--- src/rtl/decoder8_scan_ctrl.sv ---
// decoder8_scan_ctrl: drives a 3-to-8 active-low decoder (e3/e2n/e1n, 3-bit select) so that
// eight multiplexed display digits are lit one at a time. Each slot is BLANK cycles dark and
// then PRESCALE cycles of dwell. Frames of eight DATA_W digits arrive over valid/ready. They are
// double-buffered and become visible only at the end of the slot-7 dwell.
// Latency: a frame accepted in IDLE shows at slot 0 after BLANK cycles. Later frames show from
// the next frame boundary. All outputs are registered.
// Backpressure: o_frame_ready is low while the pending buffer holds an uncommitted frame.
// It rises in the cycle after that frame is committed.
// Optional feature: define DECODER8_SCAN_BRIGHT_EN to add i_bright[3:0]. Within dwell, the
// digit is lit only while dwell_cnt < ((bright+1)*PRESCALE)>>4.
// Ports:
//   clk, rst_n       clock (rising edge) and async active-low reset.
//   i_frame_valid    upstream frame available.
//   o_frame_ready    pending buffer empty.
//   i_frame_data     digit i lives in bits [i*DATA_W +: DATA_W].
//   i_digit_mask     per-slot enable, sampled when a slot's blank phase starts.
//   o_sel            decoder select.
//   o_e3/o_e2n/o_e1n decoder enables.
//   o_digit_data     active-frame value of the current slot.
//   o_frame_done     single-cycle pulse on the last dwell cycle of slot 7.
module decoder8_scan_ctrl #(
  parameter int PRESCALE = 1000,
  parameter int BLANK    = 4,
  parameter int DATA_W   = 4
) (
  input  logic                  clk,
  input  logic                  rst_n,
  input  logic                  i_frame_valid,
  output logic                  o_frame_ready,
  input  logic [8*DATA_W-1:0]   i_frame_data,
  input  logic [7:0]            i_digit_mask,
`ifdef DECODER8_SCAN_BRIGHT_EN
  input  logic [3:0]            i_bright,
`endif
  output logic [2:0]            o_sel,
  output logic                  o_e3,
  output logic                  o_e2n,
  output logic                  o_e1n,
  output logic [DATA_W-1:0]     o_digit_data,
  output logic                  o_frame_done
);

  localparam int CNT_MAX = (PRESCALE > BLANK) ? PRESCALE : BLANK;
  localparam int CNT_W   = (CNT_MAX > 1) ? $clog2(CNT_MAX) : 1;
  localparam logic [CNT_W-1:0] PRE_LAST = CNT_W'(PRESCALE - 1);
  localparam logic [CNT_W-1:0] BLK_LAST = CNT_W'(BLANK - 1);

  typedef enum logic [1:0] {S_IDLE, S_BLANK, S_DWELL} state_t;

  state_t                r_state, w_next_state;
  logic [CNT_W-1:0]      r_cnt, w_next_cnt;
  logic [2:0]            r_slot, w_next_slot;
  logic [8*DATA_W-1:0]   r_active, w_next_active;
  logic [8*DATA_W-1:0]   r_pend, w_next_pend;
  logic                  r_pend_vld, w_next_pend_vld;
  logic                  r_mask_bit;
  logic                  r_frame_ready;
  logic                  r_frame_done;
  logic                  r_e3, r_e2n, r_e1n;
  logic [2:0]            r_sel;
  logic [DATA_W-1:0]     r_digit;
  logic                  w_xfer, w_boundary, w_blank_entry, w_lit, w_en_next;

  assign w_xfer     = i_frame_valid && r_frame_ready;
  assign w_boundary = (r_state == S_DWELL) && (r_slot == 3'd7) && (r_cnt == PRE_LAST);

`ifdef DECODER8_SCAN_BRIGHT_EN
  logic [3:0]  r_bright;
  logic [31:0] w_on_cycles;
  // Lit window is evaluated on the counter value the next cycle will show, so that the
  // registered enables line up with the dwell cycle they belong to.
  assign w_on_cycles = ((32'(r_bright) + 32'd1) * 32'(PRESCALE)) >> 4;
  assign w_lit       = 32'(w_next_cnt) < w_on_cycles;
`else
  assign w_lit = 1'b1;
`endif

  // Next-state, slot/counter sequencing and buffer movement.
  always_comb begin
    w_next_state    = r_state;
    w_next_cnt      = r_cnt;
    w_next_slot     = r_slot;
    w_next_active   = r_active;
    w_next_pend     = r_pend;
    w_next_pend_vld = r_pend_vld;
    w_blank_entry   = 1'b0;

    case (r_state)
      S_IDLE: begin
        if (w_xfer) begin
          w_next_state  = S_BLANK;
          w_next_cnt    = '0;
          w_next_slot   = 3'd0;
          w_blank_entry = 1'b1;
        end
      end
      S_BLANK: begin
        if (r_cnt == BLK_LAST) begin
          w_next_state = S_DWELL;
          w_next_cnt   = '0;
        end else begin
          w_next_cnt = r_cnt + CNT_W'(1);
        end
      end
      S_DWELL: begin
        if (r_cnt == PRE_LAST) begin
          w_next_state  = S_BLANK;
          w_next_cnt    = '0;
          w_next_slot   = r_slot + 3'd1;
          w_blank_entry = 1'b1;
        end else begin
          w_next_cnt = r_cnt + CNT_W'(1);
        end
      end
      default: begin
        w_next_state = S_IDLE;
      end
    endcase

    // The first frame skips the pending stage. At a boundary with nothing pending,
    // a frame arriving in that same cycle also goes straight to active.
    if (r_state == S_IDLE) begin
      if (w_xfer) w_next_active = i_frame_data;
    end else if (w_boundary) begin
      if (r_pend_vld) begin
        w_next_active   = r_pend;
        w_next_pend_vld = 1'b0;
      end else if (w_xfer) begin
        w_next_active = i_frame_data;
      end
    end else if (w_xfer) begin
      w_next_pend     = i_frame_data;
      w_next_pend_vld = 1'b1;
    end
  end

  // The mask bit was latched on blank entry, which precedes every dwell cycle.
  assign w_en_next = (w_next_state == S_DWELL) && r_mask_bit && w_lit;

  always_ff @(posedge clk or negedge rst_n) begin
    if (!rst_n) begin
      r_state       <= S_IDLE;
      r_cnt         <= '0;
      r_slot        <= 3'd0;
      r_active      <= '0;
      r_pend        <= '0;
      r_pend_vld    <= 1'b0;
      r_mask_bit    <= 1'b0;
      r_frame_ready <= 1'b1;
      r_frame_done  <= 1'b0;
      r_e3          <= 1'b0;
      r_e2n         <= 1'b1;
      r_e1n         <= 1'b1;
      r_sel         <= 3'd0;
      r_digit       <= '0;
`ifdef DECODER8_SCAN_BRIGHT_EN
      r_bright      <= 4'd15;
`endif
    end else begin
      r_state       <= w_next_state;
      r_cnt         <= w_next_cnt;
      r_slot        <= w_next_slot;
      r_active      <= w_next_active;
      r_pend        <= w_next_pend;
      r_pend_vld    <= w_next_pend_vld;
      r_frame_ready <= !w_next_pend_vld;
      r_frame_done  <= (w_next_state == S_DWELL) && (w_next_slot == 3'd7) &&
                       (w_next_cnt == PRE_LAST);
      r_e3          <= w_en_next;
      r_e2n         <= !w_en_next;
      r_e1n         <= !w_en_next;
      if (w_blank_entry) begin
        r_sel      <= w_next_slot;
        r_digit    <= w_next_active[int'(w_next_slot) * DATA_W +: DATA_W];
        r_mask_bit <= i_digit_mask[w_next_slot];
`ifdef DECODER8_SCAN_BRIGHT_EN
        r_bright   <= i_bright;
`endif
      end
    end
  end

  assign o_frame_ready = r_frame_ready;
  assign o_frame_done  = r_frame_done;
  assign o_e3          = r_e3;
  assign o_e2n         = r_e2n;
  assign o_e1n         = r_e1n;
  assign o_sel         = r_sel;
  assign o_digit_data  = r_digit;

endmodule

--- config.mk ---
export PLATFORM = sky130hd
export DESIGN_NAME = decoder8_scan_ctrl
export DESIGN_NICKNAME = d
export VERILOG_FILES = /design/src/rtl/decoder8_scan_ctrl.sv
export SDC_FILE = /design/constraint.sdc
export NUM_CORES = 1
export LEC_CHECK = 0
export CAP_MARGIN = 30
export CORE_MARGIN = 3
export CORE_UTILIZATION = 51
export DETAILED_ROUTE_END_ITERATION = 6
export PLACE_DENSITY = 0.88
export RECOVER_POWER = 50
export SETUP_SLACK_MARGIN = 0.1
export SLEW_MARGIN = 20
export SYNTH_ARGS = -nofsm -noshare
export SYNTH_HDL_FRONTEND = slang
export SYNTH_SLANG_ARGS = --single-unit
--- constraint.sdc ---
create_clock -name clk -period 2.6 [get_ports clk]
set_input_delay 0.39 -clock clk [delete_from_list [all_inputs] [get_ports clk]]
set_output_delay 0.39 -clock clk [all_outputs]
set_load 0.05 [all_outputs]
# Word-level counts from Yosys, hierarchy flattened

Index checks and enable logic that the tools add are counted.

Flip-flop bits (word level): 92
Bits of input ports: 43
Output and inout bits: 12

Add/sub/neg operators: 2
Magnitude comparators: 1
Equality and inequality tests: 8
Shift-type cells: 1
Multiplexer cells: 23
Bitwise gates (word level): 2
Reductions and logical operators: 10

Operator list:

| kind                                                                 | number |
|---|---|
| 32-bit two-way mux                                                   | 4 |
| 32-bit by 6-bit variable part select with 4-bit output               | 1 |
| 10-bit two-way mux                                                   | 3 |
| 10-bit case mux with 3 select lines                                  | 1 |
| 10-bit == test, second input constant                                | 2 |
| 10-bit by 1-bit adder with 10-bit output, second input constant      | 1 |
| 10-bit by 2-bit == test with 1-bit output, second input constant     | 1 |
| 3-bit == test, second input constant                                 | 2 |
| 1-bit logical AND                                                    | 6 |
| 1-bit two-way mux                                                    | 6 |
| 2-bit two-way mux                                                    | 3 |
| 3-bit two-way mux                                                    | 2 |
| 2-bit case mux with 3 select lines                                   | 1 |
| 3-bit case mux with 2 select lines                                   | 1 |
| 2-bit == test, second input constant                                 | 2 |
| 3-bit by 4-bit < comparator with 1-bit output, second input constant | 1 |
| 3-bit by 1-bit adder with 3-bit output, second input constant        | 1 |
| 1-bit binary-select mux with 3-bit select                            | 1 |
| 3-bit AND reduction                                                  | 1 |
| 2-bit by 1-bit == test with 1-bit output, second input constant      | 1 |
| 1-bit zero test                                                      | 2 |
| 2-bit zero test                                                      | 1 |
| 1-bit inverter                                                       | 2 |
| 1-bit case mux with 2 select lines                                   | 1 |

# Logic depth before layout (Yosys ltp)

Gate-level depths: netlist of the first run.

Depth after elaboration: 6
Depth in mapped cells: 11
Mapped depth without buffers: 9

# Least setup slack after synthesis of the first run

OpenSTA, ideal clock, no wires.

Path kind: register to register
Start point: register r_frame_ready (netlist: o_frame_ready)
End point: register r_digit[1] (netlist: o_digit_data[1])
Arrival time: 2452 ps
Data required time: 2476 ps
Setup slack: 24 ps
Stages on the path, launching flop included: 10
Period minus slack after synthesis: 2576 ps
Path through: dfstp_2 > clkbuf_1 > nand2_1 > clkbuf_1 > nor3_1 > a211oi_1 > o221a_2 > mux2_2 > a211o_1 > or2_1

Word-level cells in the longest chain between the ends: 6
Elaborated cells on any way between the ends: 10

Ends and longest elaborated chain:

| element                                                    | RTL line | RTL |
|---|---|---|
| start, declared                                            | 57       | `logic r_frame_ready;` |
| start signal, assigned                                     | 166      | `r_frame_ready <= !w_next_pend_vld;` |
| 1-bit logical AND (*)                                      | 64       | `assign w_xfer = i_frame_valid && r_frame_ready;` |
| 32-bit two-way mux (*)                                     | 123, 128 |  |
| 32-bit two-way mux                                         | 125      | `if (r_pend_vld) begin` |
| 32-bit two-way mux                                         | 124      | `end else if (w_boundary) begin` |
| 32-bit two-way mux (*)                                     | 122      | `if (r_state == S_IDLE) begin` |
| named net w_next_active[13]                                | 53       | `logic [8*DATA_W-1:0] r_active, w_next_active;` |
| 32-bit by 6-bit variable part select with 4-bit output (*) | 174      | `r_digit <= w_next_active[int'(w_next_slot) * DATA_W +: DATA_W];` |
| end signal, assigned                                       | 174      |  |
| end, declared                                              | 61       | `logic [DATA_W-1:0] r_digit;` |

Mark *: on every way through the listed nets, which the timed path passes. The rest lies on a longest branch.
A chain may end at the register's enable or synchronous reset.

# Worst setup path after layout of the first run

Start point: register r_cnt[2]
End point: register r_frame_done (netlist: o_frame_done)

Elaborated cells on any way between the ends: 17

RTL lines:

| element                                                          | RTL line | RTL |
|---|---|---|
| start, declared                                                  | 51       | `logic [CNT_W-1:0] r_cnt, w_next_cnt;` |
| start signal, assigned                                           | 161      | `r_cnt <= w_next_cnt;` |
| 10-bit by 1-bit adder with 10-bit output (tied with other cells) | 102, 112 |  |
| 10-bit two-way mux, on equally long branches                     | 106, 98  |  |
| 10-bit case mux with 3 select lines (*)                          | 88       | `case (r_state)` |
| named net w_next_cnt[8]                                          | 51       |  |
| 10-bit == test (*)                                               | 168      | `(w_next_cnt == PRE_LAST);` |
| 1-bit logical AND (*)                                            | 167      | `r_frame_done <= (w_next_state == S_DWELL) && (w_next_slot == 3'd7) &&` |
| end signal, assigned                                             | 167      |  |
| end, declared                                                    | 58       | `logic r_frame_done;` |

Marks and branches as above.

==> results of run 1 <==
## flip-flops by register name, summed over array words and instances, names as in the netlist
name           cells
r_pend_vld         1
o_e1n              1
r_mask_bit         1
r_active          32
o_frame_done       1
o_e3               1
r_cnt             10
r_slot             3
o_digit_data       4
o_frame_ready      1
o_sel              3
r_pend            32
r_state            2
## cell usage in the layout (no fill, tap or decap), types with 13 or more instances in the layout
cell type / count
o21ai_0: 23
buf_4: 43
nand2_1: 38
nor3_1: 21
mux2_2: 34
a211oi_1: 13
a22oi_1: 14
dfrtp_1: 87
mux2i_1: 26
o22ai_1: 18
nor2_1: 21
clkdlybuf4s50_1: 53
## final cells by class
type                    count  share of cell area [%]
repair buffers            104                    15.2
clock buffers               9                    2.03
flip-flops and latches     92                    37.8
inverters                  12                   0.738
clock inverters             7                    1.11
multi-input cells         331                    40.5
well taps                 129                    2.64
## logic make-up (layout without fill, tap and decap cells)
logic type,after synthesis,count (layout)
and+or+nand+nor,140,140
adders and majority gates,3,3
buffers and inverters,49,132
DFF,92,92
xor gates and xnor gates,6,6
muxes,62,62
AOI/OAI and AO/OA,120,120
## timing repair
item                                    CTS  global route
hold buffers                              1             0
endpoints found under the setup margin    2            12
hold endpoints to repair                 31             0
cloned                                    0             1
resized for setup                         3            26
pin swaps                                 0            13
buffers inserted                          1             8
## worst max-delay path: stages, from the launching register on
cell	delay [ps]
dfrtp_1	520
and4_4	300
buf_6	120
nand4_1	120
xor2_1	180
o21ai_1	220
o2111ai_1	160
or4b_4	550
nor4b_2	210
## power breakdown
group          switching, mW  internal, mW  total [mW]
registers              0.455          2.03        2.49
clock network          0.570         0.371       0.941
logic                   1.54          1.26        2.80
total                   2.57          3.66        6.23
## worst min-delay path by stage
stage               start         endpoint  slack (ps)  cells past startpoint
5_1_grt        r_mask_bit            o_e1n         530                      1
2_1_floorplan       rst_n  o_digit_data[0]          90                      0
6_report       r_mask_bit            o_e1n         490                      1
4_1_cts        r_mask_bit            o_e1n         480                      1
3_3_place_gp        rst_n         r_cnt[2]         380                      1
3_5_place_dp        rst_n         r_cnt[1]         380                      1
## through the flow
| stage | util (%) | hold WS (ps) | std cells | TNS (ps) |
|---|---|---|---|---|
| 6_report | 65.8 | 495 | 684 | 0 |
| 5_1_grt | 65.8 | 532 | 684 | 0 |
| 4_1_cts | 64.2 | 483 | 675 | 0 |
| 3_5_place_dp | 61.8 | 382 | 657 | -373 |
| 3_3_place_gp | 61.8 | 378 | 657 | -181 |
| 2_1_floorplan | - | 94.4 | 472 | 0 |
## layer usage
layer | vias up | part of all wire (%) | track usage [%]
met2 | 294 | 48 | 39.6
met5 | - | 0 | 0
met1 | 2158 | 41 | 34.9
li1 | 1915 | - | -
met3 | 34 | 9.0 | 4.90
met4 | 0 | 1.9 | 8.26
==> metrics.txt, run 1 <==
outcome completed; worst slew pin tran 890 ps; final instance area ~6100 um2; largest net degree at the start of global routing 60; initial antenna violation count 0; Post-Synth Simple-Gate Area ~15%; Worst Path Arrival between 2000 and 3000 ps; Total GRT Usage between 20% and 30%; main combinational cell family by area after synthesis compound AO/OA/AOI/OAI gates; final slew viol count 0; YS warnings 0; pre-CTS setup slack -116 ps; maximum clock path buffer count 2; CTS H-tree depth 3; DP Area 5740 um2; Worst-Skew Late Latency 370 ps; worst hold path class flip-flop to flip-flop; Compound-Gate Fraction of Synth Area around 18%; PortBufs 54; Total Power Consumption just over 6 mW; Slew HR 40.6%; Vias 4401; fraction of layout cells with a size suffix above 1 25.8%; Cell Rows 35; syn_nets 518; total CTS buffers 9; top cell type's share of synthesized area 46.0%; Syn Inst Count 472; Final Cycle Share roughly 95%; final setup fails 0; ys flop type dfrtp_1; Post-Syn Area 4890 um2; root buffer cell clkbuf_8; DRT Pass-1 Iters 6; die height 104 um; Syn Area/Cell just over 10 um2; initial core utilization between 50% and 60%; fraction of registers with async set/reset 100%; R2R depth 8; final worst slack between 100 and 150 ps; Synth top cells by count dfrtp_1, nand2_1, mux2_2, mux2i_1, o21ai_0; TritonCTS clock tree done; FF+latch count, synth 92; Fin. Hold Viols 0; FILL cells between 700 and 800; Clock Skew 10.2 ps; Yosys top cell by area dfrtp_1; RSZ-0062 raised after global routing true; maximum clock frequency 0.403 GHz; DPL Wire Length ~9400 um; Critical R2R Capture o_frame_done; number of distinct library cells after synthesis 63; Die ar. about 11000 um2; RD Place Congestion 0.885; synth top area cells dfrtp_1, mux2_2, mux2i_1, nand2_1, o21ai_0; crit path launch type flip-flop; number of flops mapped to enable cells by yosys 0; adder-cell area share of the yosys netlist 0.767%; Multi-input gate area 2470 um2; Synth Area in XOR/XNOR 1.07%; mux cell area share after synthesis 13.7%; register area 2310 um2; post-synthesis sequential area ratio 47.1%; Clk pin slew, worst setup/hold paths about 100 ps; die width 104 um; vias per inst 6.43; Antenna Cells 0; most frequent cell after synthesis dfrtp_1; reg-to-reg setup timing slack around 120 ps; Leak 2.57 nW; Crit Path Category flip-flop to flip-flop; DRC viols 0; number of global-route vias before repair 4329; total congestion overflow 0; Initial DRC Count 416; core area around 9300 um2; Max IR drop VDD 0.681 mV; Routed Antenna Nets 0; worst setup path end o_frame_done; CP endpoint kind flip-flop; fin nets 596; detailed-route wire length per cell approximately 20 um; I/O pin cnt 55; pwr/cell area 1020 nW/um2; first-pass GRT wire length 22200 um; Worst Setup SP r_cnt[2]; area grow syn2layout 24.8%; CP required 2880 ps; number of max-cap violations 0; RR Startpoint r_cnt[2]; Clock Sinks 92; min Tclk post-route about 2500 ps; wirelength, routed about 14000 um; CP Max Fanout 8
Note: power is estimated with default switching activity, not from simulation.
==> inputs of run 2 (changes only) <==
- REMOVE_ABC_BUFFERS: default -> 1
- SKIP_LAST_GASP: default -> 1
==> run 2 against run 1 <==
Against the previous run: combinational power is essentially flat; total power shrank 0.88%; via count shrank 1.9%; critical endpoint is now o_digit_data[1]; utilization grew 0.067 points.
==> metrics.txt, run 2 (same netlist as run 1, synthesis figures left out) <==
RD Place Congestion 0.900 (was 0.885); detailed-route wire length per cell 19.1 um (was 20.3 um); final setup fails 0 (unchanged); origin of the worst min-delay path r_mask_bit (unchanged); die height 104 um (unchanged); PortBufs 54 (unchanged); Vias 4317 (was 4401); Clock Skew 11.0 ps (was 10.2 ps); crit-path cells ha_1 -> ha_2 -> and3b_2 -> nand4_4 -> buf_6 -> a311oi_1 -> a221o_1 -> mux2_4 -> a211o_1 -> or2_1 (was and4_4 -> buf_6 -> nand4_1 -> xor2_1 -> o21ai_1 -> o2111ai_1 -> or4b_4 -> nor4b_2); DRC viols 0 (unchanged); CP Max Fanout 3 (was 8); setup TNS 0 ps (unchanged); core area 9280 um2 (unchanged); RSZ-0062 raised after global routing true (unchanged); largest net degree at the start of global routing 38 (was 60); RR Startpoint r_slot[0] (was r_cnt[2]); total congestion overflow 0 (unchanged); number of max-cap violations 0 (unchanged); sw frac 40.8% (was 41.2%); vias per inst 6.27 (was 6.43); fin nets 601 (was 596); part of the power in registers 39.3% (was 39.9%); root buffer cell clkbuf_8 (unchanged); initial antenna violation count 0 (unchanged); Max IR drop VDD 0.542 mV (was 0.681 mV); Initial DRC Count 366 (was 416); CP endpoint kind flip-flop (unchanged); Crit Path Category flip-flop to flip-flop (unchanged); fraction of layout cells with a size suffix above 1 26.4% (was 25.8%); CP max stage delay 400 ps (was 550 ps); slowest stage cell, crit path dfrtp_1 (was or4b_4); DRT Pass-1 Iters 5 (was 6); clock power share 15.5% (was 15.1%); Worst Path Arrival 2740 ps (was 2760 ps); TritonCTS clock tree done (unchanged); DPL Wire Length 9010 um (was 9370 um); Leak 2.58 nW (was 2.57 nW); Final Cycle Share 95.2% (was 95.5%); maximum clock frequency 0.404 GHz (was 0.403 GHz); wirelength, routed 13200 um (was 13900 um); worst slew pin tran 936 ps (was 890 ps); crit path launch type flip-flop (unchanged); sw power 2.52 mW (was 2.57 mW); CP required 2870 ps (was 2880 ps); pre-CTS setup slack -104 ps (was -116 ps); commonest non-fill, non-tap cell in the layout dfrtp_1 (unchanged); final slew viol count 0 (unchanged); total CTS buffers 9 (unchanged); power share of the combinational group 45.2% (was 45.0%); Power Internal 3.65 mW (was 3.66 mW); Cell Rows 35 (unchanged); area grow syn2layout 24.9% (was 24.8%); FILL cells 695 (was 707); Die ar. 10800 um2 (unchanged); Antenna Cells 0 (unchanged); pwr/cell area 1010 nW/um2 (was 1020 nW/um2); Fin. Hold Viols 0 (unchanged); maximum clock path buffer count 2 (unchanged); first-pass GRT wire length 21400 um (was 22200 um); initial core utilization 52.7% (unchanged); min Tclk post-route 2480 ps (about the same); Worst-Skew Late Latency 380 ps (was 370 ps); die width 104 um (unchanged); final worst slack 125 ps (was 118 ps); CTS H-tree depth 3 (unchanged); Total Power Consumption 6.17 mW (was 6.23 mW); Clock Sinks 92 (unchanged); I/O pin cnt 55 (unchanged); number of global-route vias before repair 4333 (was 4329); outcome completed (unchanged); Slew HR 37.6% (was 40.6%); commonest non-fill, non-tap cells in the layout dfrtp_1, clkdlybuf4s50_1, buf_4 (unchanged); Total GRT Usage 24.1% (was 25.1%); worst hold path class flip-flop to flip-flop (unchanged); Clk pin slew, worst setup/hold paths 100 ps (about the same); Post-Route Utilization 65.8% (about the same); Routed Antenna Nets 0 (unchanged); Worst Setup SP r_slot[0] (was r_cnt[2]); Top Registers r_active: 32 flops, r_pend: 32 flops, r_cnt: 10 flops (unchanged)
## run 2: area by class of cell
type                       instances  area, um2  area share (%)
timing repair buffer             109        953            15.6
sequential                        92       2300            37.7
multi-input combinational        331       2450            40.2
inverter                          12       45.0           0.737
clock inverter                     7       70.1            1.15
tap                              129        161            2.64
clock buffer                       9        124            2.03
## run 2: per-stage QoR
step                cell area, um2  std cells  hold WS, ps
finish                        6110        689          490
global route                  6110        689          517
CTS                           6020        683          479
detailed placement            5770        663          390
global placement              5770        663          391
floorplan                     4710        435         94.4
## run 2: worst max-delay path: cells and delay by family, from the launching register on
family | cells | cell delay [ps]
AND/OR/NAND/NOR | 3 | 560
multiplexers | 1 | 270
AO/OA/AOI/OAI | 3 | 630
adder cells (fa/ha/maj) | 2 | 370
buffers and inverters | 1 | 130
flip-flops | 1 | 400
## run 2: final timing paths
check,end,depth (start not counted),slack (ps)
worst max-delay path,o_digit_data[1],10,130
worst min register to register,o_e1n,1,490
max in group asynchronous,r_pend[22],3,520
worst max register to register,o_digit_data[1],10,130
min in group asynchronous,r_cnt[4],2,680
worst min-delay path,o_e1n,1,490
## run 2: power by group through the flow
| stage | combinational, mW | sequential (mW) | clock [mW] |
|---|---|---|---|
| CTS | 2.68 | 2.41 | 0.963 |
| global route | 3.00 | 2.50 | 1.02 |
| detailed placement | 2.67 | 2.43 | 0 |
| floorplan | 1.55 | 2.54 | 0 |
| finish | 2.79 | 2.43 | 0.958 |
| global placement | 2.58 | 2.38 | 0 |
## run 2: timing repair
item,in CTS,in global routing
endpoints found under the hold margin,32,0
buffers inserted,3,6
pin swaps,3,7
setup endpoints to repair,6,26
hold buffers,1,0
gates resized for setup,9,16
## run 2: routing by layer
metal,GRT usage [%],share of wire [%]
met1,33.5,43
met2,37.7,48
met3,4.41,7.0
met4,9.21,2.0
met5,0,0
